File: config.mk
export PLATFORM = sky130hd
export DESIGN_NAME = ro_dep_scoreboard_flat
export DESIGN_NICKNAME = d
export VERILOG_FILES = /design/src/rtl/ro_dep_scoreboard_pkg.sv /design/src/rtl/ro_dep_scoreboard_if.sv /design/src/rtl/ro_dep_scoreboard_counter_bank.sv /design/src/rtl/ro_dep_scoreboard.sv /design/src/flat_wrapper.sv
export SDC_FILE = /design/constraint.sdc
export NUM_CORES = 1
export LEC_CHECK = 0
export CORE_MARGIN = 2
export CORE_UTILIZATION = 50
export CTS_CLUSTER_DIAMETER = 120
export CTS_CLUSTER_SIZE = 28
export DETAILED_ROUTE_END_ITERATION = 8
export PLACE_DENSITY_LB_ADDON = 0.2
export SKIP_CTS_REPAIR_TIMING = 1
export SLEW_MARGIN = 20
export SYNTH_ARGS = -nofsm -noshare
export SYNTH_HDL_FRONTEND = slang
export SYNTH_SLANG_ARGS = --single-unit
File: constraint.sdc
create_clock -name clk -period 1.7 [get_ports clk]
set_input_delay 0.34 -clock clk [delete_from_list [all_inputs] [get_ports clk]]
set_output_delay 0.34 -clock clk [all_outputs]
set_load 0.005 [all_outputs]
File: src/rtl/ro_dep_scoreboard_pkg.sv
// ---------------------------------------------------------------------------
// cpu_sb_pkg
// Shared constants and helpers for the read-operands pending-write scoreboard.
//   REG_ID_W      width of a register identifier (3 bits -> 8 registers/file)
//   MAX_REGS      number of registers addressable by one identifier
//   EAX_ID/ECX_ID well-known GPR identifiers
//   DEF_NUM_*     default register counts tracked per file
//   DEF_CNT_W     default width of each pending-write counter
//   dest_onehot() turns a (id, valid) destination into a one-hot vector
// Optional feature macro used by this slice: SB_WB_BYPASS_EN
// ---------------------------------------------------------------------------
package cpu_sb_pkg;

    localparam int REG_ID_W    = 3;
    localparam int MAX_REGS    = 1 << REG_ID_W;
    localparam int EAX_ID      = 0;
    localparam int ECX_ID      = 1;
    localparam int DEF_NUM_GPR = 8;
    localparam int DEF_NUM_MM  = 8;
    localparam int DEF_NUM_SEG = 8;
    localparam int DEF_CNT_W   = 2;

    // A destination that is not valid contributes an all-zero vector, so
    // several slots can simply be OR'd together by the caller.
    function automatic logic [MAX_REGS-1:0] dest_onehot(input logic [REG_ID_W-1:0] id,
                                                        input logic                valid);
        logic [MAX_REGS-1:0] vec;
        vec = '0;
        if (valid) begin
            vec[id] = 1'b1;
        end
        return vec;
    endfunction

endpackage

File: src/rtl/ro_dep_scoreboard_if.sv
// ---------------------------------------------------------------------------
// ro_dep_scoreboard_if
// Bundles the issue (RO), retire (WB), flush and busy-status signals of the
// pending-write scoreboard.
//   master : pipeline side, drives issue/retire/flush, reads busy vectors
//   slave  : scoreboard side, reads issue/retire/flush, drives busy vectors
// Signals:
//   iss_v, iss_dreg1..3/iss_ld_reg1..3, iss_dmm/iss_ld_mm, iss_dseg/iss_ld_seg
//   wb_v,  wb_dreg1..3/wb_ld_reg1..3,   wb_dmm/wb_ld_mm,   wb_dseg/wb_ld_seg
//   flush, gpr_busy, mm_busy, seg_busy, sb_err
// ---------------------------------------------------------------------------
interface ro_dep_scoreboard_if
    import cpu_sb_pkg::*;
#(
    parameter int NUM_GPR = DEF_NUM_GPR,
    parameter int NUM_MM  = DEF_NUM_MM,
    parameter int NUM_SEG = DEF_NUM_SEG
);

    logic                iss_v;
    logic [REG_ID_W-1:0] iss_dreg1, iss_dreg2, iss_dreg3;
    logic                iss_ld_reg1, iss_ld_reg2, iss_ld_reg3;
    logic [REG_ID_W-1:0] iss_dmm, iss_dseg;
    logic                iss_ld_mm, iss_ld_seg;

    logic                wb_v;
    logic [REG_ID_W-1:0] wb_dreg1, wb_dreg2, wb_dreg3;
    logic                wb_ld_reg1, wb_ld_reg2, wb_ld_reg3;
    logic [REG_ID_W-1:0] wb_dmm, wb_dseg;
    logic                wb_ld_mm, wb_ld_seg;

    logic                flush;

    logic [NUM_GPR-1:0]  gpr_busy;
    logic [NUM_MM-1:0]   mm_busy;
    logic [NUM_SEG-1:0]  seg_busy;
    logic                sb_err;

    modport master (
        output iss_v, iss_dreg1, iss_dreg2, iss_dreg3,
               iss_ld_reg1, iss_ld_reg2, iss_ld_reg3,
               iss_dmm, iss_ld_mm, iss_dseg, iss_ld_seg,
               wb_v, wb_dreg1, wb_dreg2, wb_dreg3,
               wb_ld_reg1, wb_ld_reg2, wb_ld_reg3,
               wb_dmm, wb_ld_mm, wb_dseg, wb_ld_seg,
               flush,
        input  gpr_busy, mm_busy, seg_busy, sb_err
    );

    modport slave (
        input  iss_v, iss_dreg1, iss_dreg2, iss_dreg3,
               iss_ld_reg1, iss_ld_reg2, iss_ld_reg3,
               iss_dmm, iss_ld_mm, iss_dseg, iss_ld_seg,
               wb_v, wb_dreg1, wb_dreg2, wb_dreg3,
               wb_ld_reg1, wb_ld_reg2, wb_ld_reg3,
               wb_dmm, wb_ld_mm, wb_dseg, wb_ld_seg,
               flush,
        output gpr_busy, mm_busy, seg_busy, sb_err
    );

endinterface

File: src/rtl/ro_dep_scoreboard_counter_bank.sv
// ---------------------------------------------------------------------------
// sb_counter_bank
// One saturating pending-write counter per register of a single register
// file, plus a sticky error flag for overflow/underflow.
// Ports:
//   clk, rst     clock, synchronous active-high reset
//   flush        discard all pending writes (error flag is kept)
//   inc[N]       a write to register i left RO this cycle
//   dec[N]       a write to register i committed in WB this cycle
//   busy[N]      register i has an outstanding write
//   err          sticky overflow/underflow flag
// Macro SB_WB_BYPASS_EN: when defined, busy also drops combinationally for a
// register whose last pending write commits in the current cycle.
// ---------------------------------------------------------------------------
module sb_counter_bank #(
    parameter int N     = 8,
    parameter int CNT_W = 2
) (
    input  logic         clk,
    input  logic         rst,
    input  logic         flush,
    input  logic [N-1:0] inc,
    input  logic [N-1:0] dec,
    output logic [N-1:0] busy,
    output logic         err
);

    localparam logic [CNT_W-1:0] CNT_MAX = '1;
    localparam logic [CNT_W-1:0] CNT_ONE = CNT_W'(1);

    logic [CNT_W-1:0] cnt_q [N];
    logic [CNT_W-1:0] cnt_d [N];
    logic             err_q;
    logic             err_d;

    // Next-count logic. Flush wins over any issue/retire activity in the
    // same cycle, and that ignored activity cannot raise the error flag.
    // Simultaneous inc and dec cancel out, so they never trip saturation.
    always_comb begin
        err_d = err_q;
        for (int i = 0; i < N; i++) begin
            cnt_d[i] = cnt_q[i];
            if (flush) begin
                cnt_d[i] = '0;
            end else if (inc[i] && !dec[i]) begin
                if (cnt_q[i] == CNT_MAX) begin
                    err_d = 1'b1;
                end else begin
                    cnt_d[i] = cnt_q[i] + CNT_ONE;
                end
            end else if (dec[i] && !inc[i]) begin
                if (cnt_q[i] == '0) begin
                    err_d = 1'b1;
                end else begin
                    cnt_d[i] = cnt_q[i] - CNT_ONE;
                end
            end
        end
    end

    // Counter and error registers; reset beats flush and everything else.
    always_ff @(posedge clk) begin
        if (rst) begin
            for (int i = 0; i < N; i++) begin
                cnt_q[i] <= '0;
            end
            err_q <= 1'b0;
        end else begin
            cnt_q <= cnt_d;
            err_q <= err_d;
        end
    end

    // Busy view. The bypass lets RO read a register in the same cycle its
    // final outstanding write retires instead of waiting one more cycle.
    always_comb begin
        for (int i = 0; i < N; i++) begin
`ifdef SB_WB_BYPASS_EN
            busy[i] = (cnt_q[i] != '0) &&
                      !((cnt_q[i] == CNT_ONE) && dec[i] && !inc[i]);
`else
            busy[i] = (cnt_q[i] != '0);
`endif
        end
    end

    assign err = err_q;

endmodule

File: src/rtl/ro_dep_scoreboard.sv
// ---------------------------------------------------------------------------
// ro_dep_scoreboard
// Producer-side pending-write tracker between RO (issue) and WB (retire).
// Destination writes are counted per register as instructions leave RO and
// released when they commit in WB; the resulting busy vectors let the RO
// dependency logic stall without comparing every EX/WB destination.
// Ports:
//   clk, rst   clock, synchronous active-high reset
//   sb         ro_dep_scoreboard_if.slave: issue/retire/flush inputs,
//              gpr_busy/mm_busy/seg_busy/sb_err outputs
// Macro SB_WB_BYPASS_EN: combinational release of a register whose last
// pending write commits this cycle (see sb_counter_bank).
// Register files are limited to MAX_REGS entries (3-bit identifiers).
// ---------------------------------------------------------------------------
module ro_dep_scoreboard
    import cpu_sb_pkg::*;
#(
    parameter int NUM_GPR = DEF_NUM_GPR,
    parameter int NUM_MM  = DEF_NUM_MM,
    parameter int NUM_SEG = DEF_NUM_SEG,
    parameter int CNT_W   = DEF_CNT_W
) (
    input  logic                clk,
    input  logic                rst,
    ro_dep_scoreboard_if.slave  sb
);

    logic [MAX_REGS-1:0] gpr_inc, gpr_dec;
    logic [MAX_REGS-1:0] mm_inc,  mm_dec;
    logic [MAX_REGS-1:0] seg_inc, seg_dec;
    logic                gpr_err, mm_err, seg_err;

    // Build the per-register increment/decrement vectors. OR-ing the GPR
    // slots means a destination repeated within one instruction counts once,
    // and the ld_* qualifiers are only honoured when the stage strobe is set.
    always_comb begin
        gpr_inc = '0;
        mm_inc  = '0;
        seg_inc = '0;
        gpr_dec = '0;
        mm_dec  = '0;
        seg_dec = '0;
        if (sb.iss_v) begin
            gpr_inc = dest_onehot(sb.iss_dreg1, sb.iss_ld_reg1) |
                      dest_onehot(sb.iss_dreg2, sb.iss_ld_reg2) |
                      dest_onehot(sb.iss_dreg3, sb.iss_ld_reg3);
            mm_inc  = dest_onehot(sb.iss_dmm,  sb.iss_ld_mm);
            seg_inc = dest_onehot(sb.iss_dseg, sb.iss_ld_seg);
        end
        if (sb.wb_v) begin
            gpr_dec = dest_onehot(sb.wb_dreg1, sb.wb_ld_reg1) |
                      dest_onehot(sb.wb_dreg2, sb.wb_ld_reg2) |
                      dest_onehot(sb.wb_dreg3, sb.wb_ld_reg3);
            mm_dec  = dest_onehot(sb.wb_dmm,  sb.wb_ld_mm);
            seg_dec = dest_onehot(sb.wb_dseg, sb.wb_ld_seg);
        end
    end

    sb_counter_bank #(.N(NUM_GPR), .CNT_W(CNT_W)) u_gpr_bank (
        .clk   (clk),
        .rst   (rst),
        .flush (sb.flush),
        .inc   (gpr_inc[NUM_GPR-1:0]),
        .dec   (gpr_dec[NUM_GPR-1:0]),
        .busy  (sb.gpr_busy),
        .err   (gpr_err)
    );

    sb_counter_bank #(.N(NUM_MM), .CNT_W(CNT_W)) u_mm_bank (
        .clk   (clk),
        .rst   (rst),
        .flush (sb.flush),
        .inc   (mm_inc[NUM_MM-1:0]),
        .dec   (mm_dec[NUM_MM-1:0]),
        .busy  (sb.mm_busy),
        .err   (mm_err)
    );

    sb_counter_bank #(.N(NUM_SEG), .CNT_W(CNT_W)) u_seg_bank (
        .clk   (clk),
        .rst   (rst),
        .flush (sb.flush),
        .inc   (seg_inc[NUM_SEG-1:0]),
        .dec   (seg_dec[NUM_SEG-1:0]),
        .busy  (sb.seg_busy),
        .err   (seg_err)
    );

    // Any bank detecting a mis-balanced counter flags the whole scoreboard.
    assign sb.sb_err = gpr_err | mm_err | seg_err;

endmodule
File: src/flat_wrapper.sv
// flat-port wrapper written by rule: the top's interface ports become plain ports
module ro_dep_scoreboard_flat import cpu_sb_pkg::*;
#(
    parameter int NUM_GPR = DEF_NUM_GPR,
    parameter int NUM_MM  = DEF_NUM_MM,
    parameter int NUM_SEG = DEF_NUM_SEG,
    parameter int CNT_W   = DEF_CNT_W
)
  (clk, rst, sb_iss_v, sb_iss_dreg1, sb_iss_dreg2, sb_iss_dreg3, sb_iss_ld_reg1, sb_iss_ld_reg2, sb_iss_ld_reg3, sb_iss_dmm, sb_iss_ld_mm, sb_iss_dseg, sb_iss_ld_seg, sb_wb_v, sb_wb_dreg1, sb_wb_dreg2, sb_wb_dreg3, sb_wb_ld_reg1, sb_wb_ld_reg2, sb_wb_ld_reg3, sb_wb_dmm, sb_wb_ld_mm, sb_wb_dseg, sb_wb_ld_seg, sb_flush, sb_gpr_busy, sb_mm_busy, sb_seg_busy, sb_sb_err);
  ro_dep_scoreboard_if #(.NUM_GPR(NUM_GPR), .NUM_MM(NUM_MM), .NUM_SEG(NUM_SEG)) sb_i ();
  input  logic clk;
  input  logic rst;
  input wire logic [$bits(sb_i.iss_v)-1:0] sb_iss_v;
  input wire logic [$bits(sb_i.iss_dreg1)-1:0] sb_iss_dreg1;
  input wire logic [$bits(sb_i.iss_dreg2)-1:0] sb_iss_dreg2;
  input wire logic [$bits(sb_i.iss_dreg3)-1:0] sb_iss_dreg3;
  input wire logic [$bits(sb_i.iss_ld_reg1)-1:0] sb_iss_ld_reg1;
  input wire logic [$bits(sb_i.iss_ld_reg2)-1:0] sb_iss_ld_reg2;
  input wire logic [$bits(sb_i.iss_ld_reg3)-1:0] sb_iss_ld_reg3;
  input wire logic [$bits(sb_i.iss_dmm)-1:0] sb_iss_dmm;
  input wire logic [$bits(sb_i.iss_ld_mm)-1:0] sb_iss_ld_mm;
  input wire logic [$bits(sb_i.iss_dseg)-1:0] sb_iss_dseg;
  input wire logic [$bits(sb_i.iss_ld_seg)-1:0] sb_iss_ld_seg;
  input wire logic [$bits(sb_i.wb_v)-1:0] sb_wb_v;
  input wire logic [$bits(sb_i.wb_dreg1)-1:0] sb_wb_dreg1;
  input wire logic [$bits(sb_i.wb_dreg2)-1:0] sb_wb_dreg2;
  input wire logic [$bits(sb_i.wb_dreg3)-1:0] sb_wb_dreg3;
  input wire logic [$bits(sb_i.wb_ld_reg1)-1:0] sb_wb_ld_reg1;
  input wire logic [$bits(sb_i.wb_ld_reg2)-1:0] sb_wb_ld_reg2;
  input wire logic [$bits(sb_i.wb_ld_reg3)-1:0] sb_wb_ld_reg3;
  input wire logic [$bits(sb_i.wb_dmm)-1:0] sb_wb_dmm;
  input wire logic [$bits(sb_i.wb_ld_mm)-1:0] sb_wb_ld_mm;
  input wire logic [$bits(sb_i.wb_dseg)-1:0] sb_wb_dseg;
  input wire logic [$bits(sb_i.wb_ld_seg)-1:0] sb_wb_ld_seg;
  input wire logic [$bits(sb_i.flush)-1:0] sb_flush;
  output wire logic [$bits(sb_i.gpr_busy)-1:0] sb_gpr_busy;
  output wire logic [$bits(sb_i.mm_busy)-1:0] sb_mm_busy;
  output wire logic [$bits(sb_i.seg_busy)-1:0] sb_seg_busy;
  output wire logic [$bits(sb_i.sb_err)-1:0] sb_sb_err;
  assign sb_i.iss_v = sb_iss_v;
  assign sb_i.iss_dreg1 = sb_iss_dreg1;
  assign sb_i.iss_dreg2 = sb_iss_dreg2;
  assign sb_i.iss_dreg3 = sb_iss_dreg3;
  assign sb_i.iss_ld_reg1 = sb_iss_ld_reg1;
  assign sb_i.iss_ld_reg2 = sb_iss_ld_reg2;
  assign sb_i.iss_ld_reg3 = sb_iss_ld_reg3;
  assign sb_i.iss_dmm = sb_iss_dmm;
  assign sb_i.iss_ld_mm = sb_iss_ld_mm;
  assign sb_i.iss_dseg = sb_iss_dseg;
  assign sb_i.iss_ld_seg = sb_iss_ld_seg;
  assign sb_i.wb_v = sb_wb_v;
  assign sb_i.wb_dreg1 = sb_wb_dreg1;
  assign sb_i.wb_dreg2 = sb_wb_dreg2;
  assign sb_i.wb_dreg3 = sb_wb_dreg3;
  assign sb_i.wb_ld_reg1 = sb_wb_ld_reg1;
  assign sb_i.wb_ld_reg2 = sb_wb_ld_reg2;
  assign sb_i.wb_ld_reg3 = sb_wb_ld_reg3;
  assign sb_i.wb_dmm = sb_wb_dmm;
  assign sb_i.wb_ld_mm = sb_wb_ld_mm;
  assign sb_i.wb_dseg = sb_wb_dseg;
  assign sb_i.wb_ld_seg = sb_wb_ld_seg;
  assign sb_i.flush = sb_flush;
  assign sb_gpr_busy = sb_i.gpr_busy;
  assign sb_mm_busy = sb_i.mm_busy;
  assign sb_seg_busy = sb_i.seg_busy;
  assign sb_sb_err = sb_i.sb_err;
  ro_dep_scoreboard #(.NUM_GPR(NUM_GPR), .NUM_MM(NUM_MM), .NUM_SEG(NUM_SEG), .CNT_W(CNT_W)) u_core (.clk(clk), .rst(rst), .sb(sb_i));
endmodule
; Word-level counts from Yosys, hierarchy flattened
; Cells that the tools add are included.
; W data, S select, Z words.
[classes]
eq_ne = 72
bitwise_logic = 6
n_reduce_logical = 203
n_shift = 0
n_lt_le_gt_ge = 20
n_div = 0
mul = 0
n_addsub = 48
muxes = 258
[op_table]
columns = cell, n
row1 = $mux W2, 96
row2 = $mux W8, 22
row3 = $mux W1, 130
row4 = $ne A2 B2 Y1 const B, 48
row5 = $reduce_bool A2 Y1, 48
row6 = $reduce_and A3 Y1, 24
row7 = $logic_and A1 B1 Y1, 58
row8 = $add A2 B1 Y2 const B, 24
row9 = $eq A2 B2 Y1 const B, 24
row10 = $logic_not A1 Y1, 48
row11 = $logic_not A2 Y1, 24
row12 = $sub A2 B1 Y2 const B, 24
row13 = $lt A3 B4 Y1 const B, 10
row14 = $or A8 B8 Y8, 4
row15 = $demux W1 S3, 10
row16 = $ge A3 B1 Y1 const B, 10
row17 = $or A1 B1 Y1, 2
row18 = $reduce_or A2 Y1, 1
[word_totals]
latchBits = 0
rom_bits = 0
memories = 0
regBits = 51
input_bits = 45
mem_bits_rw = 0

; Longest topological paths before layout
[depth]
word_depth = 42
ltp_mapped = 11
depth_no_buf = 11

; By module
; Synthesis repeated with hierarchy kept, for this count alone.
[unflattened]
hier_cells = 580
area_unflattened_um2 = 4415.5
[modules_own_cells]
columns = mod, n_inst, cells_per_inst, area_each_um2, seq_area_each_um2
row1 = sb_counter_bank (u_core.u_gpr_bank ...), 2, 153, 1171.1, 340.3
row2 = sb_counter_bank (u_core.u_seg_bank), 1, 151, 1198.6, 340.3
row3 = ro_dep_scoreboard, 1, 123, 874.6, 0.0

; Worst setup path after synthesis
; No wires, ideal clock.
[synth_path]
path_kind = input -> register
startpoint = in sb_wb_v
endpoint = reg u_core.u_seg_bank.err_q, in the netlist u_core.u_seg_bank.err
t_required_ns = 1.567
setup_ns = 0.133
arrival_ns = 1.708
slack_ns = -0.141
path_stages = 10
path_cell_list = buf_2 nand2_1 nor2_1 nand2_1 ha_1 and3_1 a31oi_1 nand4_1 nor3_1 a311oi_1
[synth_via]
elab_chain_len = 33
elab_cells_between_ends = 63
classes_between = mux: 39 / reduce/logical: 24
[synth_rtl]
columns = element, line
row1 = "start, declared", flat_wrapper.sv:24  ; input wire logic [$bits(sb_i.wb_v)-1:0] sb_wb_v;
row2 = $mux W8 (*), ro_dep_scoreboard.sv:50  ; if (sb.wb_v) begin
row3 = $logic_and A1 B1 Y1 or $logic_not A1 Y1 (tied branches), "ro_dep_scoreboard_counter_bank.sv:51, ro_dep_scoreboard_counter_bank.sv:45"
row4 = $mux W1 or $logic_and A1 B1 Y1 (tied branches), "ro_dep_scoreboard_counter_bank.sv:51, ro_dep_scoreboard_counter_bank.sv:45"
row5 = $mux W1, ro_dep_scoreboard_counter_bank.sv:45  ; end else if (inc[i] && !dec[i]) begin
row6 = $mux W1, ro_dep_scoreboard_counter_bank.sv:43  ; if (flush) begin
row7 = $mux W1, ro_dep_scoreboard_counter_bank.sv:52  ; if (cnt_q[i] == '0) begin
row8 = $mux W1, ro_dep_scoreboard_counter_bank.sv:51  ; end else if (dec[i] && !inc[i]) begin
row9 = $mux W1, ro_dep_scoreboard_counter_bank.sv:45
row10 = [... 17 more ...], --
row11 = $mux W1, ro_dep_scoreboard_counter_bank.sv:52
row12 = $mux W1, ro_dep_scoreboard_counter_bank.sv:51
row13 = $mux W1, ro_dep_scoreboard_counter_bank.sv:45
row14 = $mux W1, ro_dep_scoreboard_counter_bank.sv:43
row15 = $mux W1, ro_dep_scoreboard_counter_bank.sv:52
row16 = $mux W1, ro_dep_scoreboard_counter_bank.sv:51
row17 = $mux W1, ro_dep_scoreboard_counter_bank.sv:45
row18 = $mux W1 (*), ro_dep_scoreboard_counter_bank.sv:43
row19 = "end signal, assigned", ro_dep_scoreboard_counter_bank.sv:70  ; err_q <= err_d;
row20 = "end, declared", ro_dep_scoreboard_counter_bank.sv:33  ; logic err_q;
; Mark *: on every way between the ends. The rest lies on a longest branch, timed or not.
; A chain may end at the register's enable or synchronous reset.

; Worst setup path in the final report
[layout_path]
startpoint = in sb_wb_dreg3[2]
endpoint = reg u_core.u_gpr_bank.err_q, in the netlist u_core.u_gpr_bank.err
[layout_via]
elab_chain_len = 40
elab_cells_between_ends = 71
classes_between = order compare: 2 / mux: 43 / bitwise: 1 / reduce/logical: 25
[layout_rtl]
columns = element, line
row1 = "start, declared", flat_wrapper.sv:27  ; input wire logic [$bits(sb_i.wb_dreg3)-1:0] sb_wb_dreg3;
row2 = $lt A3 B4 Y1 (not written as such) or $ge A3 B1 Y1 (tied branches), ro_dep_scoreboard_pkg.sv:30  ; vec[id] = 1'b1;
row3 = $logic_and A1 B1 Y1 (not written as such), ro_dep_scoreboard_pkg.sv:30
row4 = $mux W1 (not written as such), ro_dep_scoreboard_pkg.sv:30
row5 = $demux W1 S3 (*), --
row6 = $mux W8 (*), ro_dep_scoreboard_pkg.sv:29  ; if (valid) begin
row7 = $mux W8 (*), ro_dep_scoreboard.sv:50
row8 = $or A8 B8 Y8 (*), ro_dep_scoreboard.sv:52  ; dest_onehot(sb.wb_dreg2, sb.wb_ld_reg2) |
row9 = $mux W8 (*), ro_dep_scoreboard.sv:50
row10 = [... 24 more ...], --
row11 = $mux W1, ro_dep_scoreboard_counter_bank.sv:52
row12 = $mux W1, ro_dep_scoreboard_counter_bank.sv:51
row13 = $mux W1, ro_dep_scoreboard_counter_bank.sv:45
row14 = $mux W1, ro_dep_scoreboard_counter_bank.sv:43
row15 = $mux W1, ro_dep_scoreboard_counter_bank.sv:52
row16 = $mux W1, ro_dep_scoreboard_counter_bank.sv:51
row17 = $mux W1, ro_dep_scoreboard_counter_bank.sv:45
row18 = $mux W1 (*), ro_dep_scoreboard_counter_bank.sv:43
row19 = "end signal, assigned", ro_dep_scoreboard_counter_bank.sv:70
row20 = "end, declared", ro_dep_scoreboard_counter_bank.sv:33
; Mark *: on every way between the ends. The rest lies on a longest branch, timed or not. The select of a mux whose other input is x is not followed.

==> impl_metrics.toml <==
[outcome]
outcome = "finished with violations"
violations = "negative setup slack"

[synth]
synth_area_mm2 = 0.00442
synthAdderAreaFrac_pct = 13.6
synth_edf_count = 0
synth_top_family_by_area = "simple AND/OR/NAND/NOR gates"
synthMuxAreaShare_pct = 0
synth_nets = 705
syn_inst = 612
synth-async-reset-ratio_pct = 0
synth_top_flop_cell = "dfxtp_1"
synth-compound-area-share_pct = 19.4
synth.avg_cell_area_um2 = 7.23
ys_seq_area_share_pct = 23.1
ys_types = 40
ys_warn_count = 0
synth_seq_cells = 51
yosys.area_share.simple_pct = 38.4
synth_xor_area_share_pct = 0

[sta]
max_freq_mhz = 548
maxSlewHeadroom_pct = 72.3
timing.hold.ws_ns = 0.474
finalCritPeriodShare_pct = 107
period_minus_slack_ns = 1.83
rsz0062_at_grt = "yes"
setup_ws_ns = -0.125
tns_ns = -0.427
worst_pin_slew_ns = 0.410
drv_slew = 0
setup_viol_count_final = 8
final_hold_viol_count = 0
finClkSkew_ns = 0.0119

[detailed_routing]
vias = 4873
viasPerCell = 5.69
postRouteAntennaNets = 0
drtIter0Drc = 138
first_pass_iters = 4
wirelength_mm = 12.7
wl_per_cell_um = 14.8
remaining_drc_errors = 0

[finish]
fin_area_mm2 = 0.00651
fin_nets = 841
utilization_pct = 75.4
syn_to_final_growth_pct = 47.3
multi_input_area_mm2 = 0.00369
drive_gt1_share_pct = 35.5
n_antenna_cell = 0
fin_cells = 857
fillers = 645
regArea_mm2 = 0.00111

[cts]
clock_sinks = 51
cts_tree = "yes"
cts_root_buf = "clkbuf_8"
clock_latency_ns = 0.31
htree_levels = 2
cts_made_buffers = 5
clock_path_buffers = 2
clkTransAtPathRegs_ns = 0.10

[worst_setup_path]
rr_endpoint = "u_core.u_gpr_bank.err"
critPathCaptureType = "flip-flop"
r2r_start = "u_core.u_gpr_bank.cnt_q[3]"
crit_path_start = "sb_wb_dreg3[2]"
required_ns = 1.91
cp-start-kind = "input pin"
cp_data_arrival_time_ns = 2.03
r2r_cells = 5
r2r_slack_ns = 0.41
crit_fanout = 7
crit_path_end = "u_core.u_gpr_bank.err"
critPathKind = "input pin to flip-flop"

[pwr]
p_leak_nw = 3.30
powerDensity_mw_per_mm2 = 398
finalPower_mw = 2.59
ir_worst_vdd_mv = 0.369

[die]
row_count = 34
fp.dieH_um = 98.1
core_mm2 = 0.00864
num_io_pins = 70
die_w_um = 98.1
initial_core_util_pct = 51.2
dieArea_mm2 = 0.00961

[placed_design]
portBuffers = 69
preCtsSetupSlack_ns = -0.883
dp_hpwl_mm = 9.18
post-place-cells = 840
placed_cell_area_mm2 = 0.00568
place.gp.congestion = 0.914

[hold_path]
hold_path_depth = 2
hp-class = "flip-flop to flip-flop"

[global_route]
first_global_vias = 4518
grt_max_degree = 34
track_usage_pct = 23.7
grt_overflow = 0
grt_pass1_wl_mm = 19.3
antenna_found_initial = 0

[run]
drv_cap = 0
[cell usage after synthesis (3+ instances only)]
master,n,share of area [%]
o21ai_0,56,6.3
inv_1,54,4.6
nor2_1,53,4.5
dfxtp_1,51,23
ha_1,48,14
nand2_1,45,3.8
a21oi_1,41,4.6
nor2b_1,33,4.7
nor3_1,33,3.7
or2_2,26,3.7
nand2b_1,22,3.1
a31oi_1,18,2.5
nor4b_1,18,3.6
nand3_1,17,1.9
nand4b_1,14,2.8
a21o_1,12,2.0
nand4_1,10,1.4
nor3b_1,9,1.5
o22ai_1,8,1.1
a221oi_1,6,1.2
and3_1,6,0.85
buf_2,6,0.68
or3_1,3,0.42
[layout by cell type, fill, tap and decap left out, types with 13 or more instances in the layout]
cell type,Yosys,layout
nor2_1,53,46
nor2b_1,33,30
nor4b_2,2,13
buf_4,0,61
or2_2,26,24
a31oi_1,18,13
dlymetal6s2s_1,0,43
dfxtp_2,0,30
nand4b_1,14,14
nand2_1,45,34
dfxtp_4,0,15
nor3_1,33,29
clkbuf_2,0,16
nand3_1,17,16
a21oi_1,41,41
inv_1,54,51
o21ai_0,56,52
ha_1,48,31
[worst min path at each step]
stage | to | slack (ns) | from
global placement | u_core.u_mm_bank.err | 0.45 | u_core.u_mm_bank.err
detailed placement | u_core.u_mm_bank.err | 0.46 | u_core.u_mm_bank.err
floorplan | u_core.u_seg_bank.err | 0.41 | rst
CTS | u_core.u_mm_bank.err | 0.47 | u_core.u_mm_bank.err
finish | u_core.u_mm_bank.err | 0.47 | u_core.u_mm_bank.err
global route | u_core.u_mm_bank.err | 0.51 | u_core.u_mm_bank.err
[layout make-up]
class	count	share of cell area [%]
clock inverter	1	0.134
multi-input combinational	498	56.6
inverter	56	3.34
tap	108	2.07
timing repair buffer	136	19.4
clock buffer	7	1.33
sequential	51	17.1
[cells by family (layout without fill, tap and decap cells)]
kind of cell               count (synthesis)  in the layout
AOI/OAI and AO/OA                        149            149
adders and majority gates                 48             48
buffers and inverters                     63            200
DFF                                       51             51
and+or+nand+nor                          301            301
[power breakdown]
group | internal [mW] | switching [mW] | leakage [nW]
registers | 1.18 | 0.00678 | 0.439
clock network | 0.335 | 0.432 | 0.0484
logic | 0.319 | 0.324 | 2.81
total | 1.83 | 0.763 | 3.30
[routing by layer]
metal | track usage [%] | up-vias | wire length, µm
met5 | 0 | - | 0
met4 | 6.94 | 0 | 163
met3 | 3.65 | 14 | 415
met2 | 43.2 | 98 | 6630
met1 | 28.6 | 2309 | 5500
li1 | - | 2452 | -
[worst max-delay path, cell delays in order]
cell and delay (ns):
dlymetal6s2s_1 0.19, nand2b_1 0.19, o22ai_1 0.20, o21ai_2 0.10, ha_1 0.24, and2_1 0.19, a32oi_1 0.25, nand3_1 0.13
nor2_1 0.13, o22ai_1 0.08
[registers in the layout, indices dropped and copies added (netlist names)]
register                 count
u_core.u_mm_bank.err         1
u_core.u_seg_bank.err        1
u_core.u_mm_bank.cnt_q      16
u_core.u_gpr_bank.cnt_q     16
u_core.u_gpr_bank.err        1
u_core.u_seg_bank.cnt_q     16
(Power assumes the default switching activity.)
